===== config.mk =====
export PLATFORM = sky130hd
export DESIGN_NAME = l1_cache_responder
export DESIGN_NICKNAME = d
export VERILOG_FILES = /design/src/rtl/cache_types.sv /design/src/rtl/l1_line_array.sv /design/src/rtl/l1_cache_responder.sv
export SDC_FILE = /design/constraint.sdc
export NUM_CORES = 2
export LEC_CHECK = 0
export ABC_CLOCK_PERIOD_IN_PS = 5500
export CORE_MARGIN = 2
export CORE_UTILIZATION = 35
export CTS_BUF_LIST = sky130_fd_sc_hd__clkbuf_16
export DETAILED_ROUTE_END_ITERATION = 7
export HOLD_SLACK_MARGIN = 0.08
export PLACE_DENSITY = 0.56
export SLEW_MARGIN = 5
export SYNTH_ARGS = -nofsm -noshare
export SYNTH_HDL_FRONTEND = slang
export SYNTH_HIERARCHICAL = 1
export SYNTH_SLANG_ARGS = --single-unit

===== constraint.sdc =====
create_clock -name i_clk -period 5.5 [get_ports i_clk]
set_clock_uncertainty 0.1 [all_clocks]
set_input_delay 0.825 -clock i_clk [delete_from_list [all_inputs] [get_ports i_clk]]
set_output_delay 0.825 -clock i_clk [all_outputs]
set_load 0.05 [all_outputs]

===== src/rtl/cache_types.sv =====
// rtl/cache_types.sv - shared state encoding and default geometry for the L1 cache responder
package cache_types;

  typedef enum logic [1:0] {IDLE, WRITEBACK, FILL} cache_state_t;

  localparam int S_INDEX_DEF  = 3;
  localparam int S_OFFSET_DEF = 5;

  function automatic int tag_width(input int s_index, input int s_offset);
    return 32 - s_index - s_offset;
  endfunction

  function automatic int line_width(input int s_offset);
    return 1 << (s_offset + 3);
  endfunction

  localparam int TAG_W  = tag_width(S_INDEX_DEF, S_OFFSET_DEF);
  localparam int LINE_W = line_width(S_OFFSET_DEF);

endpackage


===== src/rtl/l1_line_array.sv =====
// rtl/l1_line_array.sv - per-set storage: async read, sync write with per-byte mask
module l1_line_array #(
  parameter int WIDTH      = 32,
  parameter int IDX_W      = 3,
  parameter bit RESETTABLE = 1'b0,
  parameter int MASK_W     = (WIDTH + 7) / 8
) (
  input  logic              i_clk,
  input  logic              i_rst_n,
  input  logic              i_we,
  input  logic [IDX_W-1:0]  i_index,
  input  logic [MASK_W-1:0] i_wmask,
  input  logic [WIDTH-1:0]  i_wdata,
  output logic [WIDTH-1:0]  o_rdata
);

  logic [WIDTH-1:0] r_mem [2**IDX_W];

  assign o_rdata = r_mem[i_index];

  generate
    if (RESETTABLE) begin : g_rst
      always_ff @(posedge i_clk or negedge i_rst_n) begin
        if (!i_rst_n) begin
          for (int s = 0; s < 2**IDX_W; s++) r_mem[s] <= '0;
        end else if (i_we) begin
          for (int b = 0; b < WIDTH; b++)
            if (i_wmask[b/8]) r_mem[i_index][b] <= i_wdata[b];
        end
      end
    end else begin : g_norst
      // Tag and data contents survive reset; only valid/dirty are cleared.
      logic w_unused_rst;
      assign w_unused_rst = i_rst_n;
      always_ff @(posedge i_clk) begin
        if (i_we) begin
          for (int b = 0; b < WIDTH; b++)
            if (i_wmask[b/8]) r_mem[i_index][b] <= i_wdata[b];
        end
      end
    end
  endgenerate

endmodule


===== src/rtl/l1_cache_responder.sv =====
// rtl/l1_cache_responder.sv - direct-mapped write-back L1: zero-stall hits, writeback/fill on miss
module l1_cache_responder
  import cache_types::*;
#(
  parameter int S_INDEX  = S_INDEX_DEF,
  parameter int S_OFFSET = S_OFFSET_DEF
) (
  input  logic                         i_clk,
  input  logic                         i_rst_n,
  input  logic                         i_cmem_read,
  input  logic                         i_cmem_write,
  input  logic [3:0]                   i_cmem_byte_enable,
  input  logic [31:0]                  i_cmem_address,
  input  logic [31:0]                  i_cmem_wdata,
  output logic                         o_cmem_resp,
  output logic [31:0]                  o_cmem_rdata,
  output logic                         o_hit,
  output logic                         o_pmem_read,
  output logic                         o_pmem_write,
  output logic [31:0]                  o_pmem_address,
  output logic [2**(S_OFFSET+3)-1:0]   o_pmem_wdata,
  input  logic [2**(S_OFFSET+3)-1:0]   i_pmem_rdata,
  input  logic                         i_pmem_resp
);

  localparam int TAG_BITS  = tag_width(S_INDEX, S_OFFSET);
  localparam int LINE_BITS = line_width(S_OFFSET);
  localparam int BYTES     = LINE_BITS / 8;
  localparam int WORDS     = LINE_BITS / 32;
  localparam int TAG_MASK  = (TAG_BITS + 7) / 8;

  cache_state_t r_state;
  logic [S_INDEX-1:0]   r_index;
  logic [TAG_BITS-1:0]  r_tag;
  logic                 r_miss;
  logic                 r_pmem_read;
  logic                 r_pmem_write;
  logic [31:0]          r_pmem_addr;

  logic                 w_req;
  logic [S_INDEX-1:0]   w_index;
  logic [S_INDEX-1:0]   w_arr_index;
  logic [TAG_BITS-1:0]  w_tag;
  logic [TAG_BITS-1:0]  w_tag_rd;
  logic [S_OFFSET-3:0]  w_word;
  logic [LINE_BITS-1:0] w_data_rd;
  logic [LINE_BITS-1:0] w_data_wdata;
  logic [BYTES-1:0]     w_data_wmask;
  logic                 w_valid_rd;
  logic                 w_dirty_rd;
  logic                 w_hit;
  logic                 w_hit_wr;
  logic                 w_fill_done;
  logic                 w_dirty_we;
  logic                 w_unused_addr;

  assign w_req         = i_cmem_read | i_cmem_write;
  assign w_tag         = i_cmem_address[31 -: TAG_BITS];
  assign w_index       = i_cmem_address[S_OFFSET +: S_INDEX];
  assign w_word        = i_cmem_address[S_OFFSET-1:2];
  assign w_unused_addr = ^i_cmem_address[1:0];

  // While a miss is outstanding the arrays look at the latched set, so the
  // victim line stays stable even if the cpu misbehaves and moves the address.
  assign w_arr_index = (r_state == IDLE) ? w_index : r_index;

  assign w_hit       = (r_state == IDLE) & w_req & w_valid_rd & (w_tag_rd == w_tag);
  assign w_hit_wr    = w_hit & i_cmem_write;
  assign w_fill_done = (r_state == FILL) & i_pmem_resp;
  assign w_dirty_we  = w_fill_done | (w_hit_wr & (|i_cmem_byte_enable));

  assign w_data_wmask = w_fill_done ? {BYTES{1'b1}}
                      : ({{(BYTES-4){1'b0}}, i_cmem_byte_enable} << {w_word, 2'b00});
  assign w_data_wdata = w_fill_done ? i_pmem_rdata : {WORDS{i_cmem_wdata}};

  l1_line_array #(.WIDTH(LINE_BITS), .IDX_W(S_INDEX), .RESETTABLE(1'b0)) u_data (
    .i_clk(i_clk), .i_rst_n(1'b1), .i_we(w_hit_wr | w_fill_done), .i_index(w_arr_index),
    .i_wmask(w_data_wmask), .i_wdata(w_data_wdata), .o_rdata(w_data_rd));

  l1_line_array #(.WIDTH(TAG_BITS), .IDX_W(S_INDEX), .RESETTABLE(1'b0)) u_tag (
    .i_clk(i_clk), .i_rst_n(1'b1), .i_we(w_fill_done), .i_index(w_arr_index),
    .i_wmask({TAG_MASK{1'b1}}), .i_wdata(r_tag), .o_rdata(w_tag_rd));

  l1_line_array #(.WIDTH(1), .IDX_W(S_INDEX), .RESETTABLE(1'b1)) u_valid (
    .i_clk(i_clk), .i_rst_n(i_rst_n), .i_we(w_fill_done), .i_index(w_arr_index),
    .i_wmask(1'b1), .i_wdata(1'b1), .o_rdata(w_valid_rd));

  l1_line_array #(.WIDTH(1), .IDX_W(S_INDEX), .RESETTABLE(1'b1)) u_dirty (
    .i_clk(i_clk), .i_rst_n(i_rst_n), .i_we(w_dirty_we), .i_index(w_arr_index),
    .i_wmask(1'b1), .i_wdata(~w_fill_done), .o_rdata(w_dirty_rd));

  assign o_cmem_resp    = w_hit;
  assign o_cmem_rdata   = w_hit ? w_data_rd[{w_word, 5'b00000} +: 32] : 32'h0;
  assign o_hit          = w_hit & ~r_miss;
  assign o_pmem_read    = r_pmem_read;
  assign o_pmem_write   = r_pmem_write;
  assign o_pmem_address = r_pmem_addr;
  assign o_pmem_wdata   = r_pmem_write ? w_data_rd : {LINE_BITS{1'b0}};

  always_ff @(posedge i_clk or negedge i_rst_n) begin
    if (!i_rst_n) begin
      r_state      <= IDLE;
      r_index      <= '0;
      r_tag        <= '0;
      r_miss       <= 1'b0;
      r_pmem_read  <= 1'b0;
      r_pmem_write <= 1'b0;
      r_pmem_addr  <= '0;
    end else begin
      case (r_state)
        IDLE: begin
          if (w_req && !w_hit) begin
            r_index <= w_index;
            r_tag   <= w_tag;
            r_miss  <= 1'b1;
            if (w_valid_rd && w_dirty_rd) begin
              r_state      <= WRITEBACK;
              r_pmem_write <= 1'b1;
              r_pmem_addr  <= {w_tag_rd, w_index, {S_OFFSET{1'b0}}};
            end else begin
              r_state     <= FILL;
              r_pmem_read <= 1'b1;
              r_pmem_addr <= {w_tag, w_index, {S_OFFSET{1'b0}}};
            end
          end else begin
            r_miss <= 1'b0;
          end
        end
        WRITEBACK: begin
          if (i_pmem_resp) begin
            r_state      <= FILL;
            r_pmem_write <= 1'b0;
            r_pmem_read  <= 1'b1;
            r_pmem_addr  <= {r_tag, r_index, {S_OFFSET{1'b0}}};
          end
        end
        FILL: begin
          if (i_pmem_resp) begin
            r_state     <= IDLE;
            r_pmem_read <= 1'b0;
          end
        end
        default: r_state <= IDLE;
      endcase
    end
  end

endmodule


# == Yosys cells after proc, flatten, opt, wreduce, memory -nomap -nowiden ==
# Memory sizes are Yosys's and may differ from the RTL's.
# Cells that the tools add are included.
# word_totals
ff_bits,80
ramBits,2240
input_bits,329
memories,2
# classes
n_lt_le_gt_ge,2
eq_ne,8
shifts,2
muxes,130
bitwise_logic,14
reduce_logical,13
# mem_list
memory,depth,word_bits,read_ports,rd_ports_with_merged_regs,write_ports,line_no,text
u_data.r_mem,8,256,1,0,1,l1_line_array.sv:17,logic [WIDTH-1:0] r_mem [2**IDX_W];
u_tag.r_mem,8,24,1,0,1,l1_line_array.sv:17,
# op_table
op,n
two-way mux 256 bit,2
indexed part select 256 x 9 -> 32 bit,1
two-way mux 32 bit,5
two-way mux 1 bit,110
one-hot mux 32 bit (2 select lines),1
left shift 4 x 5 -> 32 bit,1
equality test 24 bit,1
bitwise mux 8 bit,1
two-way mux 2 bit,4
bitwise OR 8 bit,1
bitwise AND 1 bit,7
binary-select mux 1 bit (select 3 bit),2
"!= test 2 bit, second input constant",3
one-hot mux 2 bit (3 select lines),1
AND reduction 3 bit,2
AND reduction 5 bit,1
">= comparator 4 bit, second input constant",1
"less-than comparator 4 x 1 -> 1 bit, second input constant",1
"!= test 2 x 1 -> 1 bit, second input constant",2
inverter 3 -> 4 bit,1
AND reduction 4 bit,1
OR reduction 4 bit,1
demux 1 bit (select 3 bit),1
logical AND 1 bit,3
other kinds (12),15

# == Depth between registers and ports, before layout ==
# depth
depth_word,12
depth_mapped,16
ltp_nobuf,13

# == Cells and area by module ==
# Netlist, hierarchy kept.
# by_module_without_submodules
mod,instances,cells_per_inst,area_per_inst_um2,seq_area_each_um2
l1_line_array at u_data,1,3288,78654.2,61499.0
l1_cache_responder,1,1148,9569.2,1476.4
l1_line_array at u_tag,1,365,7455.9,5765.5
l1_line_array at u_dirty ...,2,40,446.7,200.2

# == Least setup slack after synthesis ==
# OpenSTA, ideal clock, no wires.
# synth_timing
path_kind,input -> output
startpoint,input port i_cmem_address[5]
endpoint,output port o_cmem_rdata[10]
arrival_time_ns,4.105
required_ns,4.575
path_slack_ns,0.470
cell_stages,13
n_path_buf,4
path_cell_list,mux2_2 -> buf_6 -> buf_6 -> buf_6 -> mux4_2 -> nand2_1 -> nand2_1 -> xnor2_1 -> nand3b_2 -> nor4_4 -> nand3_2 -> clkbuf_1 -> nor2_1
# synth_rtl
element,line_no,text
from (decl),l1_cache_responder.sv:13,"input logic [31:0] i_cmem_address,"
two-way mux 3 bit,l1_cache_responder.sv:65,assign w_arr_index = (r_state == IDLE) ? w_index : r_index;
memory (8 x 24 bit),--,
named net w_tag_rd[18],l1_cache_responder.sv:44,logic [TAG_BITS-1:0] w_tag_rd;
equality test 24 bit,l1_cache_responder.sv:67,assign w_hit = (r_state == IDLE) & w_req & w_valid_rd & (w_tag_rd == w_tag);
bitwise AND 1 bit,l1_cache_responder.sv:67,
two-way mux 32 bit,l1_cache_responder.sv:93,"assign o_cmem_rdata = w_hit ? w_data_rd[{w_word, 5'b00000} +: 32] : 32'h0;"
to (decl),l1_cache_responder.sv:16,"output logic [31:0] o_cmem_rdata,"
# The timed path passes the listed nets, and every way through them passes these cells. The select of a mux whose other input is x is not followed.

# == Worst setup path in the final report ==
# layout_timing
startpoint,register r_state[0]
endpoint,output port o_cmem_rdata[26]
# layout_rtl
element,line_no,text
from (decl),l1_cache_responder.sv:32,cache_state_t r_state;
from (signal assigned),l1_cache_responder.sv:102,r_state <= IDLE;
from (signal assigned),l1_cache_responder.sv:117,r_state <= WRITEBACK;
from (signal assigned),l1_cache_responder.sv:121,r_state <= FILL;
logical NOT 2 bit,l1_cache_responder.sv:65,
two-way mux 3 bit,l1_cache_responder.sv:65,
named net w_arr_index[2],l1_cache_responder.sv:42,logic [S_INDEX-1:0] w_arr_index;
memory (8 x 256 bit),--,
named net w_data_rd[218],l1_cache_responder.sv:46,logic [LINE_BITS-1:0] w_data_rd;
indexed part select 256 x 9 -> 32 bit,l1_cache_responder.sv:93,
two-way mux 32 bit,l1_cache_responder.sv:93,
# The timed path passes the listed nets, and every way through them passes these cells. The select of a mux whose other input is x is not followed.

==> flow_summary.ini <==
[floorplanning]
chipHeight_um = 529.3
die_area_mm2 = 0.2801
coreArea_mm2 = 0.2741
num_io_pins = 653
die_x_um = 529.3
rows = 192
start_util_pct = 35.23

[placement]
port_buffers = 645
hpwlAfterDp_mm = 239.3
place_inst = 9645
gp_congestion = 0.8495
place_area_mm2 = 0.1118

[timing]
rsz0062_at_grt = yes
max_slew_margin_pct = 21.74
period_needed_ns = 5.455
worst_pin_slew_ns = 1.170
hold_viol_final = 0
finalSetupViolations = 0
timing.fmax_mhz = 183.3
slew_violations = 0
finalCritPeriodShare_pct = 99.18

[critical_path]
crit_path_start_kind = register
path_cells = nor2_4, buf_12, buf_8, mux2_8, buf_4, buf_12, buf_12, mux4_2, mux2_4, mux4_2, mux2i_2, nor2_1, buf_4, buf_8
slowest_stage = mux4_2
cp_top_family = multiplexers
critPathArrivalTime_ns = 4.53
endpoint_kind = output pin
path_max_fanout = 31
cp_data_required_time_ns = 4.58
slowest_delay_ns = 0.61
cp.buffers_inverters = 7
crit_top_cell = buf_12
worstSetupPathType = reg -> out

[drt]
route.detailed.drc = 0
vias = 55176
firstDrtPassIters = 6
ant_nets = 0
wl_per_cell_um = 33.53
vias_per_cell = 5.433
wirelength_mm = 340.5
dr.first_iter.drc_count = 7606

[synthesis]
ys_seq_area_share_pct = 71.60
synth_common_cells = 2240 x edfxtp_1, 499 x mux4_2, 323 x nor2_1
synth-edff-count = 2240
synth_warnings = 6
synthesis.instances = 4881
avgSynthCellArea_um2 = 19.79
ys.flop_type = edfxtp_1
synth.most_common_cell = edfxtp_1
synth_top_cell_by_area = edfxtp_1
synth_cell_type_count = 48
synth_top_area_share_pct = 69.65
synth_area_leaders = edfxtp_1 70%, mux4_2 12%, mux4_1 3.4%
syn-cell-area_mm2 = 0.09657
ys_seq_elements = 2315
synthArstFlopShare_pct = 3.240

[cells_and_area]
fin_util_pct = 44.05
final_area_mm2 = 0.1207
drive_gt1_share_pct = 35.36
nNetsFinal = 6565
syn_to_final_growth_pct = 25.02
fillers = 23865
finalNonFillerCells = 10155

[power_and_ir_drop]
ir_worst_vdd_v = 0.0006490
power.static_leakage_nw = 42.83
power.switching_mw = 30.68
seqPwrFrac_pct = 29.8
total_power_mw = 76.03
p_comb_share_pct = 48.8
p_per_area_mw_per_mm2 = 629.7
sw_frac_of_total_pct = 40.36
clkPwrFrac_pct = 21.4
internal-power_mw = 45.35

[global_routing]
grtUsageMet2_pct = 35.88
grt_pass1_vias = 53703
grt_max_degree = 89
grt_pass1_wl_mm = 451.7
grt_use_met1_pct = 33.21
antenna_found_initial = 73
gr-total-overflow = 0
groute.usage.overall_pct = 23.75
grt-busiest-layer = met2
grtUsageMet3_pct = 4.436

[clocking]
cts-htree-levels = 4
clock_path_buffers = 3
root_buffer = clkbuf_16
clk_latency_ns = 0.90
clock_sinks = 2315
cts_buffers = 238
cts.clk_slew.worst_paths_ns = 0.06
cts_tree = done

[status]
status = completed

[hold_path]
worstHoldPathType = reg -> reg

[run]
cap_violations = 0
final timing paths:
| kind | slack (ns) | from | cells after the start | end |
|---|---|---|---|---|
| max in group asynchronous | 3.93 | i_rst_n | 2 | r_state[1] |
| setup / recovery | 0.05 | r_state[0] | 14 | o_cmem_rdata[26] |
| hold / removal | 0.39 | u_dirty/r_mem[6] | 1 | u_dirty/r_mem[6] |
| min in group asynchronous | 0.55 | i_rst_n | 2 | r_tag[10] |
| hold reg to reg | 0.39 | u_dirty/r_mem[6] | 1 | u_dirty/r_mem[6] |
| setup reg to reg | 0.73 | r_state[0] | 19 | u_data/r_mem[2][41] |
kinds of logic (layout without fill, tap and decap cells):
logic type / Yosys count / count (layout) / share of synthesized area [%]
AO/OA/AOI/OAI: 302 / 302 / 2.271
XOR/XNOR: 24 / 24 / 0.2177
buffers and inverters: 345 / 1886 / 1.938
flip-flops: 2315 / 2315 / 71.60
multiplexers: 1014 / 1017 / 19.50
other: 2 / 46 / 0.007777
AND/OR/NAND/NOR: 879 / 879 / 4.466
state kept, by name (all words and copies together), names as in the netlist:
name and count:
r_index 3, u_tag/r_mem 192, r_miss 1, u_dirty/r_mem 8
u_valid/r_mem 8, o_pmem_write 1, r_state 2, o_pmem_read 1
r_tag 24, o_pmem_address 27, u_data/r_mem 2048
metrics by stage:
stage / TNS, ns / setup slack (ns) / hold WS (ns)
finish: 0 / 0.04531 / 0.3868
global placement: -0.06465 / -0.05436 / 0.3604
CTS: -0.002201 / -0.001677 / 0.3895
floorplan: 0 / 0.4701 / 0.3492
detailed placement: -0.09203 / -0.07206 / 0.3713
global route: -0.7052 / -0.06970 / 0.4083
worst register-to-register path: stages, from the launching register on:
cell and delay (ns):
dfrtp_2 0.43, nor2_4 0.15, buf_6 0.15, mux2_4 0.43, buf_12 0.20, buf_12 0.13, mux4_2 0.42, nand2b_1 0.11
nand2_2 0.08, xnor2_2 0.16, nand4_1 0.20, nor4_4 0.29, buf_4 0.18, nand4_1 0.11, buf_4 0.20, nand2_2 0.16
buf_4 0.28, nand2_1 0.28, nor2_1 0.24, buf_4 0.24
area by class of cell:
type / count / area, µm² / area share [%]
clock inverters: 209 / 2031 / 1.682
multi-input cells: 2242 / 26060 / 21.59
flip-flops and latches: 2315 / 69150 / 57.27
well taps: 3686 / 4612 / 3.820
repair buffers: 1431 / 12820 / 10.62
diodes: 26 / 65.06 / 0.05389
clock buffers: 238 / 5956 / 4.933
inverters: 8 / 37.54 / 0.03109
metal layers:
| metal | up-vias | wire length (µm) |
|---|---|---|
| met5 | - | 51 |
| met4 | 6 | 17110 |
| met3 | 447 | 30060 |
| met2 | 2802 | 153700 |
| met1 | 29499 | 139600 |
| li1 | 22422 | - |
cell usage in the layout, fill, tap and decap left out, types with 5 or more instances in the layout:
master	synthesis	layout
edfxtp_1	2240	2240
buf_4	9	968
mux4_2	499	499
clkdlybuf4s50_1	0	350
nor2_1	323	304
and2_1	288	262
a21o_1	256	256
clkbuf_16	0	244
mux2_2	260	238
nand2_1	184	175
mux4_1	125	125
dfrtp_1	75	72
mux2_1	67	67
buf_12	0	64
clkinv_1	1	55
inv_1	7	54
mux2i_1	63	53
clkinv_2	0	48
o21ai_0	29	29
bufinv_16	0	28
buf_6	59	28
nand2b_1	29	28
diode_2	0	26
and2_2	0	26
mux2_4	0	22
conb_1	2	20
nor2_2	0	17
nor3_1	17	17
xnor2_1	20	15
clkinv_16	0	14
nand2_2	0	8
clkinvlp_4	0	8
buf_16	0	8
mux2i_2	0	7
nand4_1	6	6
a21oi_1	6	6
nand3b_1	6	6
xnor2_2	0	5
nor3b_1	5	5
power by group through the flow:
stage | Sequential (mW) | Combinational (mW) | Clock [mW]
floorplan | 23.1 | 19.5 | 0
global placement | 22.9 | 35.9 | 0
detailed placement | 23.0 | 36.1 | 0
CTS | 22.7 | 36.5 | 16.5
global route | 22.8 | 38.1 | 17.2
finish | 22.7 | 37.1 | 16.3
repair_timing:
action | in CTS | in global routing
setup endpoints to repair | 33 | 30
hold buffers | 1 | 0
setup buffers | 12 | 16
cloned | 2 | 7
endpoints found under the hold margin | 56 | 0
gates resized for setup | 36 | 78
pin swaps | 8 | 8
No activity file was read; power rests on OpenSTA's default activity.
